==> src/rtl/lane_sync_pkg.sv <==
// ============================================================================
// Module : lane_sync_pkg
// Brief  : Shared symbol defaults and state encoding for the lane sync block
// Rev    : 1.0
// ============================================================================
`default_nettype none

package lane_sync_pkg;

    localparam logic [7:0] DEF_COM_SYM  = 8'hBC;
    localparam logic [7:0] DEF_IDLE_SYM = 8'h7C;

    typedef enum logic [1:0] {
        ST_SEARCH = 2'd0,
        ST_ALIGN  = 2'd1,
        ST_ACTIVE = 2'd2
    } lane_state_t;

endpackage

`default_nettype wire

==> src/rtl/lane_sync_shreg.sv <==
// ============================================================================
// Module : lane_sync_shreg
// Brief  : 8-bit MSB-first serial shift register with COM/IDLE comparators
// Rev    : 1.0
// ============================================================================
`default_nettype none

module lane_sync_shreg
    import lane_sync_pkg::*;
#(
    parameter logic [7:0] COM_SYM  = DEF_COM_SYM,
    parameter logic [7:0] IDLE_SYM = DEF_IDLE_SYM
) (
    input  logic       clk,
    input  logic       rst,
    input  logic       din,
    output logic [7:0] sr,
    output logic       is_com,
    output logic       is_idle
);

    always_ff @(posedge clk or posedge rst) begin
        if (rst) begin
            sr <= 8'd0;
        end else begin
            sr <= {sr[6:0], din};
        end
    end

    assign is_com  = (sr == COM_SYM);
    assign is_idle = (sr == IDLE_SYM);

endmodule

`default_nettype wire

==> src/rtl/lane_sync_ctrl.sv <==
// ============================================================================
// Module : lane_sync_ctrl
// Brief  : Serial lane byte-phase alignment, lock tracking and byte delivery
// Rev    : 1.0
// ============================================================================
`default_nettype none

module lane_sync_ctrl
    import lane_sync_pkg::*;
#(
    parameter logic [7:0] COM_SYM    = DEF_COM_SYM,
    parameter logic [7:0] IDLE_SYM   = DEF_IDLE_SYM,
    parameter int         LOCK_COUNT = 4,
    parameter int         MAX_GAP    = 16
) (
    input  logic       clk_32f,
    input  logic       reset,
    input  logic       data_in,
    output logic [7:0] data_out,
    output logic       byte_valid,
    output logic       active,
    output logic       IDL,
    output logic [1:0] state
);

    localparam logic [3:0] LOCK_LAST = 4'(LOCK_COUNT - 1);
    localparam logic [7:0] GAP_LAST  = 8'(MAX_GAP - 1);

    logic [7:0]  sr;
    logic        is_com;
    logic        is_idle;
    logic        boundary;

    lane_state_t state_r,    state_nxt;
    logic [2:0]  bit_cnt_r,  bit_cnt_nxt;
    logic [3:0]  com_cnt_r,  com_cnt_nxt;
    logic [7:0]  gap_cnt_r,  gap_cnt_nxt;
    logic [7:0]  data_r,     data_nxt;
    logic        valid_r,    valid_nxt;
    logic        active_r,   active_nxt;
    logic        idl_r,      idl_nxt;

    lane_sync_shreg #(
        .COM_SYM  (COM_SYM),
        .IDLE_SYM (IDLE_SYM)
    ) u_shreg (
        .clk     (clk_32f),
        .rst     (reset),
        .din     (data_in),
        .sr      (sr),
        .is_com  (is_com),
        .is_idle (is_idle)
    );

    assign boundary = (bit_cnt_r == 3'd0);

    always_ff @(posedge clk_32f or posedge reset) begin
        if (reset) begin
            state_r   <= ST_SEARCH;
            bit_cnt_r <= 3'd0;
            com_cnt_r <= 4'd0;
            gap_cnt_r <= 8'd0;
            data_r    <= 8'd0;
            valid_r   <= 1'b0;
            active_r  <= 1'b0;
            idl_r     <= 1'b0;
        end else begin
            state_r   <= state_nxt;
            bit_cnt_r <= bit_cnt_nxt;
            com_cnt_r <= com_cnt_nxt;
            gap_cnt_r <= gap_cnt_nxt;
            data_r    <= data_nxt;
            valid_r   <= valid_nxt;
            active_r  <= active_nxt;
            idl_r     <= idl_nxt;
        end
    end

    always_comb begin
        state_nxt   = state_r;
        bit_cnt_nxt = bit_cnt_r;
        com_cnt_nxt = com_cnt_r;
        gap_cnt_nxt = gap_cnt_r;
        data_nxt    = data_r;
        valid_nxt   = 1'b0;
        active_nxt  = active_r;
        idl_nxt     = idl_r;

        if (state_r != ST_SEARCH) begin
            bit_cnt_nxt = bit_cnt_r + 3'd1;
        end

        case (state_r)
            ST_SEARCH: begin
                // The matching cycle is itself the byte boundary, so the next one is 8 away
                if (is_com) begin
                    bit_cnt_nxt = 3'd1;
                    com_cnt_nxt = 4'd1;
                    state_nxt   = ST_ALIGN;
                end
            end
            ST_ALIGN: begin
                if (boundary) begin
                    if (is_com) begin
                        com_cnt_nxt = com_cnt_r + 4'd1;
                        if (com_cnt_r == LOCK_LAST) begin
                            state_nxt   = ST_ACTIVE;
                            active_nxt  = 1'b1;
                            gap_cnt_nxt = 8'd0;
                        end
                    end else begin
                        state_nxt   = ST_SEARCH;
                        com_cnt_nxt = 4'd0;
                    end
                end
            end
            ST_ACTIVE: begin
                if (boundary) begin
                    // Loss of lock wins over delivery: the offending byte is dropped
                    if (!is_com && (gap_cnt_r == GAP_LAST)) begin
                        state_nxt   = ST_SEARCH;
                        active_nxt  = 1'b0;
                        idl_nxt     = 1'b0;
                        com_cnt_nxt = 4'd0;
                    end else begin
                        data_nxt    = sr;
                        valid_nxt   = 1'b1;
                        idl_nxt     = is_idle;
                        gap_cnt_nxt = is_com ? 8'd0 : gap_cnt_r + 8'd1;
                    end
                end
            end
            default: begin
                state_nxt = ST_SEARCH;
            end
        endcase
    end

    assign data_out   = data_r;
    assign byte_valid = valid_r;
    assign active     = active_r;
    assign IDL        = idl_r;
    assign state      = state_r;

endmodule

`default_nettype wire

==> config.mk <==
export PLATFORM = sky130hd
export DESIGN_NAME = lane_sync_ctrl
export DESIGN_NICKNAME = d
export VERILOG_FILES = /design/src/rtl/lane_sync_pkg.sv /design/src/rtl/lane_sync_shreg.sv /design/src/rtl/lane_sync_ctrl.sv
export SDC_FILE = /design/constraint.sdc
export NUM_CORES = 1
export LEC_CHECK = 0
export ABC_CLOCK_PERIOD_IN_PS = 2750
export CAP_MARGIN = 25
export CORE_MARGIN = 1
export CORE_UTILIZATION = 25
export CTS_CLUSTER_SIZE = 20
export DETAILED_ROUTE_END_ITERATION = 7
export GPL_TIMING_DRIVEN = 0
export PLACE_DENSITY = 0.42
export SYNTH_ARGS = -nofsm -noshare
export SYNTH_HDL_FRONTEND = slang
export SYNTH_HIERARCHICAL = 1
export SYNTH_SLANG_ARGS = --single-unit
export TNS_END_PERCENT = 1
==> constraint.sdc <==
create_clock -name clk_32f -period 2.75 [get_ports clk_32f]
set_input_delay 0.4125 -clock clk_32f [delete_from_list [all_inputs] [get_ports clk_32f]]
set_output_delay 0.4125 -clock clk_32f [all_outputs]
set_load 0.005 [all_outputs]
Word-level counts from Yosys, hierarchy flattened
Cells that the tools add are included.
{"block": "classes", "n_addsub": 3, "n_eq_ne": 14, "mux": 33, "n_bitwise": 1, "reduce_logical": 13}
{"op": "8-bit two-way mux", "n": 6}
{"op": "4-bit two-way mux", "n": 5}
{"op": "8-bit case mux with 2 select lines", "n": 1}
{"op": "2-bit inequality test (second input constant)", "n": 7}
{"op": "2-bit two-way mux", "n": 6}
{"op": "4-bit case mux with 3 select lines", "n": 1}
{"op": "6-bit AND reduction", "n": 2}
{"op": "5-bit AND reduction", "n": 2}
{"op": "1-bit two-way mux", "n": 9}
{"op": "3-bit two-way mux", "n": 3}
{"op": "8-bit by 1-bit adder with 8-bit output (second input constant)", "n": 1}
{"op": "8-bit by 4-bit equality test with 1-bit output (second input constant)", "n": 1}
{"op": "8-bit by 7-bit equality test with 1-bit output (second input constant)", "n": 1}
{"op": "8-bit equality test (second input constant)", "n": 1}
{"op": "2-bit case mux with 3 select lines", "n": 1}
{"op": "4-bit by 1-bit adder with 4-bit output (second input constant)", "n": 1}
{"op": "4-bit by 2-bit equality test with 1-bit output (second input constant)", "n": 1}
{"op": "2-bit nonzero test", "n": 2}
{"op": "3-bit by 1-bit adder with 3-bit output (second input constant)", "n": 1}
{"op": "3-bit logical NOT", "n": 1}
{"op": "3-bit inequality test (second input constant)", "n": 1}
{"op": "3-bit AND reduction", "n": 1}
{"op": "3-bit nonzero test", "n": 1}
{"op": "2-bit by 1-bit equality test with 1-bit output (second input constant)", "n": 1}
{"op": "7 further kinds", "n": 7}
{"block": "totals", "regBits": 36, "in_bits": 3, "output_inout_bits": 13, "word_cells": 73}

Logic depth before layout (Yosys ltp)
{"block": "logic_depth", "word_depth": 6, "mapped_depth": 8}

Hierarchy
Netlist, hierarchy kept.
{"module": "lane_sync_ctrl", "instances": 1, "cells_each": 138, "area_per_inst_um2": 1486.4, "seq_area_each_um2": 700.7}
{"module": "lane_sync_shreg", "instances": 1, "cells_each": 14, "area_per_inst_um2": 244.0, "seq_area_each_um2": 200.2}

Worst setup path after synthesis
OpenSTA, ideal clock, no wires.
{"block": "synth_timing", "kind": "register to register", "from": "register u_shreg.sr[0]", "to": "register com_cnt_r[0]", "setup_ns": 0.125, "t_arrival_ns": 2.197, "path_slack_ns": 0.428, "stages_incl_launch_ff": 9, "period_less_slack_ns": 2.322, "cell_sequence": "dfrtp_1 -> nand4bb_1 -> nor4_1 -> clkbuf_1 -> nand2b_1 -> o21ai_0 -> or3_1 -> buf_2 -> mux2_4"}
{"block": "synth_between", "elab_chain_len": 5, "elab_cells_between_ends": 9}
{"item": "start: declaration", "line_no": "lane_sync_shreg.sv:17", "source": "output logic [7:0] sr,"}
{"item": "start signal: assignment", "line_no": "lane_sync_shreg.sv:26", "source": "sr <= {sr[6:0], din};"}
{"item": "8-bit equality test *", "line_no": "lane_sync_shreg.sv:30", "source": "assign is_com = (sr == COM_SYM);"}
{"item": "via is_com", "line_no": "lane_sync_ctrl.sv:30", "source": "logic is_com;"}
{"item": "1-bit logical NOT", "line_no": "lane_sync_ctrl.sv:120", "source": "if (!is_com && (gap_cnt_r == GAP_LAST)) begin"}
{"item": "1-bit logical AND", "line_no": "lane_sync_ctrl.sv:120"}
{"item": "2-bit inequality test (no source line)"}
{"item": "5-bit AND reduction (no source line)"}
{"item": "end signal: assignment", "line_no": "lane_sync_ctrl.sv:70", "source": "com_cnt_r <= com_cnt_nxt;"}
{"item": "end: declaration", "line_no": "lane_sync_ctrl.sv:36", "source": "logic [3:0] com_cnt_r, com_cnt_nxt;"}
Mark *: on every way through the listed nets, which the timed path passes. The rest lies on a longest branch. The select of a mux whose other input is x is not followed.
A chain may end at the register's enable or synchronous reset.

Worst setup path after layout
Ends and elaborated chain as after synthesis.

==> flow_summary.toml <==
[power]
vdd_drop_max_uv = 338
power.leakage_uw = 0.000936
finalPower_uw = 1390
power_density_nw_per_um2 = 664

[place]
hpwlAfterDp_mm = 2.61
gp_congestion = 0.805
portBuffers = 15

[global_route]
grt_usage = 0.107
grt_max_degree = 17
first_global_vias = 1274
antenna_found_initial = 0
grt_overflow_total = 0
grt_pass1_wl_mm = 6.04

[timing]
fmax_ghz = 0.394
period_needed_ps = 2540
setup_viol = 0
fin_worst_skew_ps = 8.48
period_share = 0.923
tns_ps = 0
drv_slew = 0
hold_violations = 0
rsz0062_at_grt = "no"
relSlewSlack = 0.423
tightestPinTransition_ps = 863

[synthesis]
ys_top_cells_by_area = "dfrtp_1 (52%), mux2_2 (7.2%), ha_1 (5.8%), inv_1 (3.0%), nor2_1 (2.2%)"
synth-seq-cells = 36
post_synth_most_frequent_cells = "dfrtp_1 (36), inv_1 (14), mux2_2 (11), nor2_1 (10), ha_1 (8)"
synth_top_area_frac = 0.521
yosys_warnings = 6
synth_most_common_cell = "dfrtp_1"
synth_seq_area_share = 0.521
yosys.area.top_type = "dfrtp_1"
syn-cell-area_sq_um = 1730
synthArstFlopShare = 1.00
synth_cell_types = 43
synth_area_per_cell_sq_um = 11.4
ys.flop_type = "dfrtp_1"
synth.net_count = 163
synth-edff-count = 0
syn_inst = 152

[final_layout]
diodes = 0
drive_above_1_share = 0.159
layout.nets = 186
area_growth_pct = 21.3
multiInputGateArea_sq_um = 761
nFillCells = 696
regArea_sq_um = 901

[worst_setup_path]
cp.required_ps = 2940
end_kind = "register"
critPathBufInv = 2
crit_cells = 8
crit_chain = "nand4bb_1 -> nor4_1 -> clkbuf_2 -> nand2b_1 -> o21ai_0 -> or3_1 -> buf_2 -> mux2_4"
crit_path_start_kind = "register"
crit_type = "reg2reg"
rrSetupSlack_ps = 210
worst_r2r_endpoint = "com_cnt_r[0]"
crit_arrival_ps = 2720
max_stage_delay_ps = 390
path_delay_family = "simple AND/OR/NAND/NOR gates"
r2r_start = "u_shreg/sr[0]"
rr_worst_depth = 8
crit_path_max_fanout = 10
slowest_stage = "dfrtp_1"

[clock_tree]
clk_latency_ps = 290
ctsRootBufferMaster = "clkbuf_8"
clock_sinks = 36
cts_tree = "yes"
cts_inserted_buffers = 5
postCtsSetupBuffers = 0
path_clk_slew_ps = 80
htree_levels = 2
cts_buffer_depth = 2

[min_path]
holdCritPathClass = "in2async"

[detailed_routing]
viasPerCell = 4.95
dr_total_vias = 1252
wire_per_inst_um = 14.1
drt_first_pass_iters = 4
initialDrtViolationCount = 88
drt-total-wl_mm = 3.58
remaining_drc_errors = 0
ant_nets = 0

[die]
die_area_sq_um = 7260
die_y_um = 85.2
initial_core_util = 0.265
rows = 29
core_area_sq_um = 6530
die_w_um = 85.2
io_pins = 16

[status]
status = "completed"

[flow_run]
cap_violations = 0
cells by family after synthesis:
family                   count (synthesis)  synth area share
AO/OA/AOI/OAI                           34             0.146
XOR/XNOR                                 1           0.00506
adder cells (fa/ha/maj)                  8            0.0578
buffers and inverters                   18            0.0398
flip-flops                              36             0.521
multiplexers                            13            0.0860
AND/OR/NAND/NOR                         42             0.145
report_power, final:
part,switching (uW),internal (uW),total (uW)
clock,208,179,387
sequential,40.5,575,615
combinational,210,179,389
registers in the layout (all words and copies together) (netlist names):
register    flops
data_out        8
state           2
com_cnt_r       4
IDL             1
active          1
gap_cnt_r       8
u_shreg/sr      8
bit_cnt_r       3
byte_valid      1
worst register-to-register path: cells and delay by family (launching register included):
| family | cells | cell delay (ps) |
|---|---|---|
| and+or+nand+nor | 4 | 1080 |
| DFF | 1 | 390 |
| AOI/OAI and AO/OA | 1 | 250 |
| buffers and inverters | 2 | 420 |
| muxes | 1 | 290 |
cell usage in the layout (no fill, tap or decap), types with 4 or more instances in the layout:
cell and count:
dfrtp_1 36, clkdlybuf4s50_1 15, inv_1 14, mux2_2 11
nor2_1 10, ha_1 8, a21oi_1 6, nand2_1 5
o22ai_1 5, clkbuf_8 5, nand2b_1 4
worst max-delay path by stage:
stage                        from            to  slack [ps]
CTS                 u_shreg/sr[0]  com_cnt_r[0]          40
finish              u_shreg/sr[0]  com_cnt_r[0]         210
detailed placement  u_shreg/sr[0]  com_cnt_r[0]          50
global route        u_shreg/sr[0]  com_cnt_r[0]           9
global placement    u_shreg/sr[0]  com_cnt_r[0]          60
floorplan           u_shreg/sr[0]  com_cnt_r[0]         430
repair_timing:
item                       4_1_cts  5_1_grt
gates resized for setup          0        2
hold buffers                     0        0
setup endpoints to repair        0       13
through the flow:
| step | util | hold WS, ps | cell area [sq um] | instances | setup WS (ps) |
|---|---|---|---|---|---|
| 2_1_floorplan | - | 228 | 1730 | 152 | 428 |
| 3_3_place_gp | 0.303 | 389 | 1980 | 244 | 59.7 |
| 3_5_place_dp | 0.307 | 383 | 2000 | 245 | 49.2 |
| 4_1_cts | 0.321 | 392 | 2100 | 253 | 40.3 |
| 5_1_grt | 0.321 | 423 | 2100 | 253 | 9.41 |
| 6_report | 0.321 | 387 | 2100 | 253 | 213 |
cell type report:
cell class	count	area share
clock buffers	5	0.0328
clock inverters	3	0.0113
multi-input cells	98	0.363
well taps	77	0.0459
repair buffers	16	0.0847
plain buffers	4	0.00835
inverters	14	0.0250
flip-flops and latches	36	0.429
routing by layer:
metal	part of all wire	up-vias	GRT usage
met5	0	-	0
met4	0.018	0	0.0478
met3	0.030	6	0.0302
met2	0.48	23	0.174
met1	0.47	619	0.134
li1	-	604	-
Note: power is estimated with default switching activity, not from simulation.
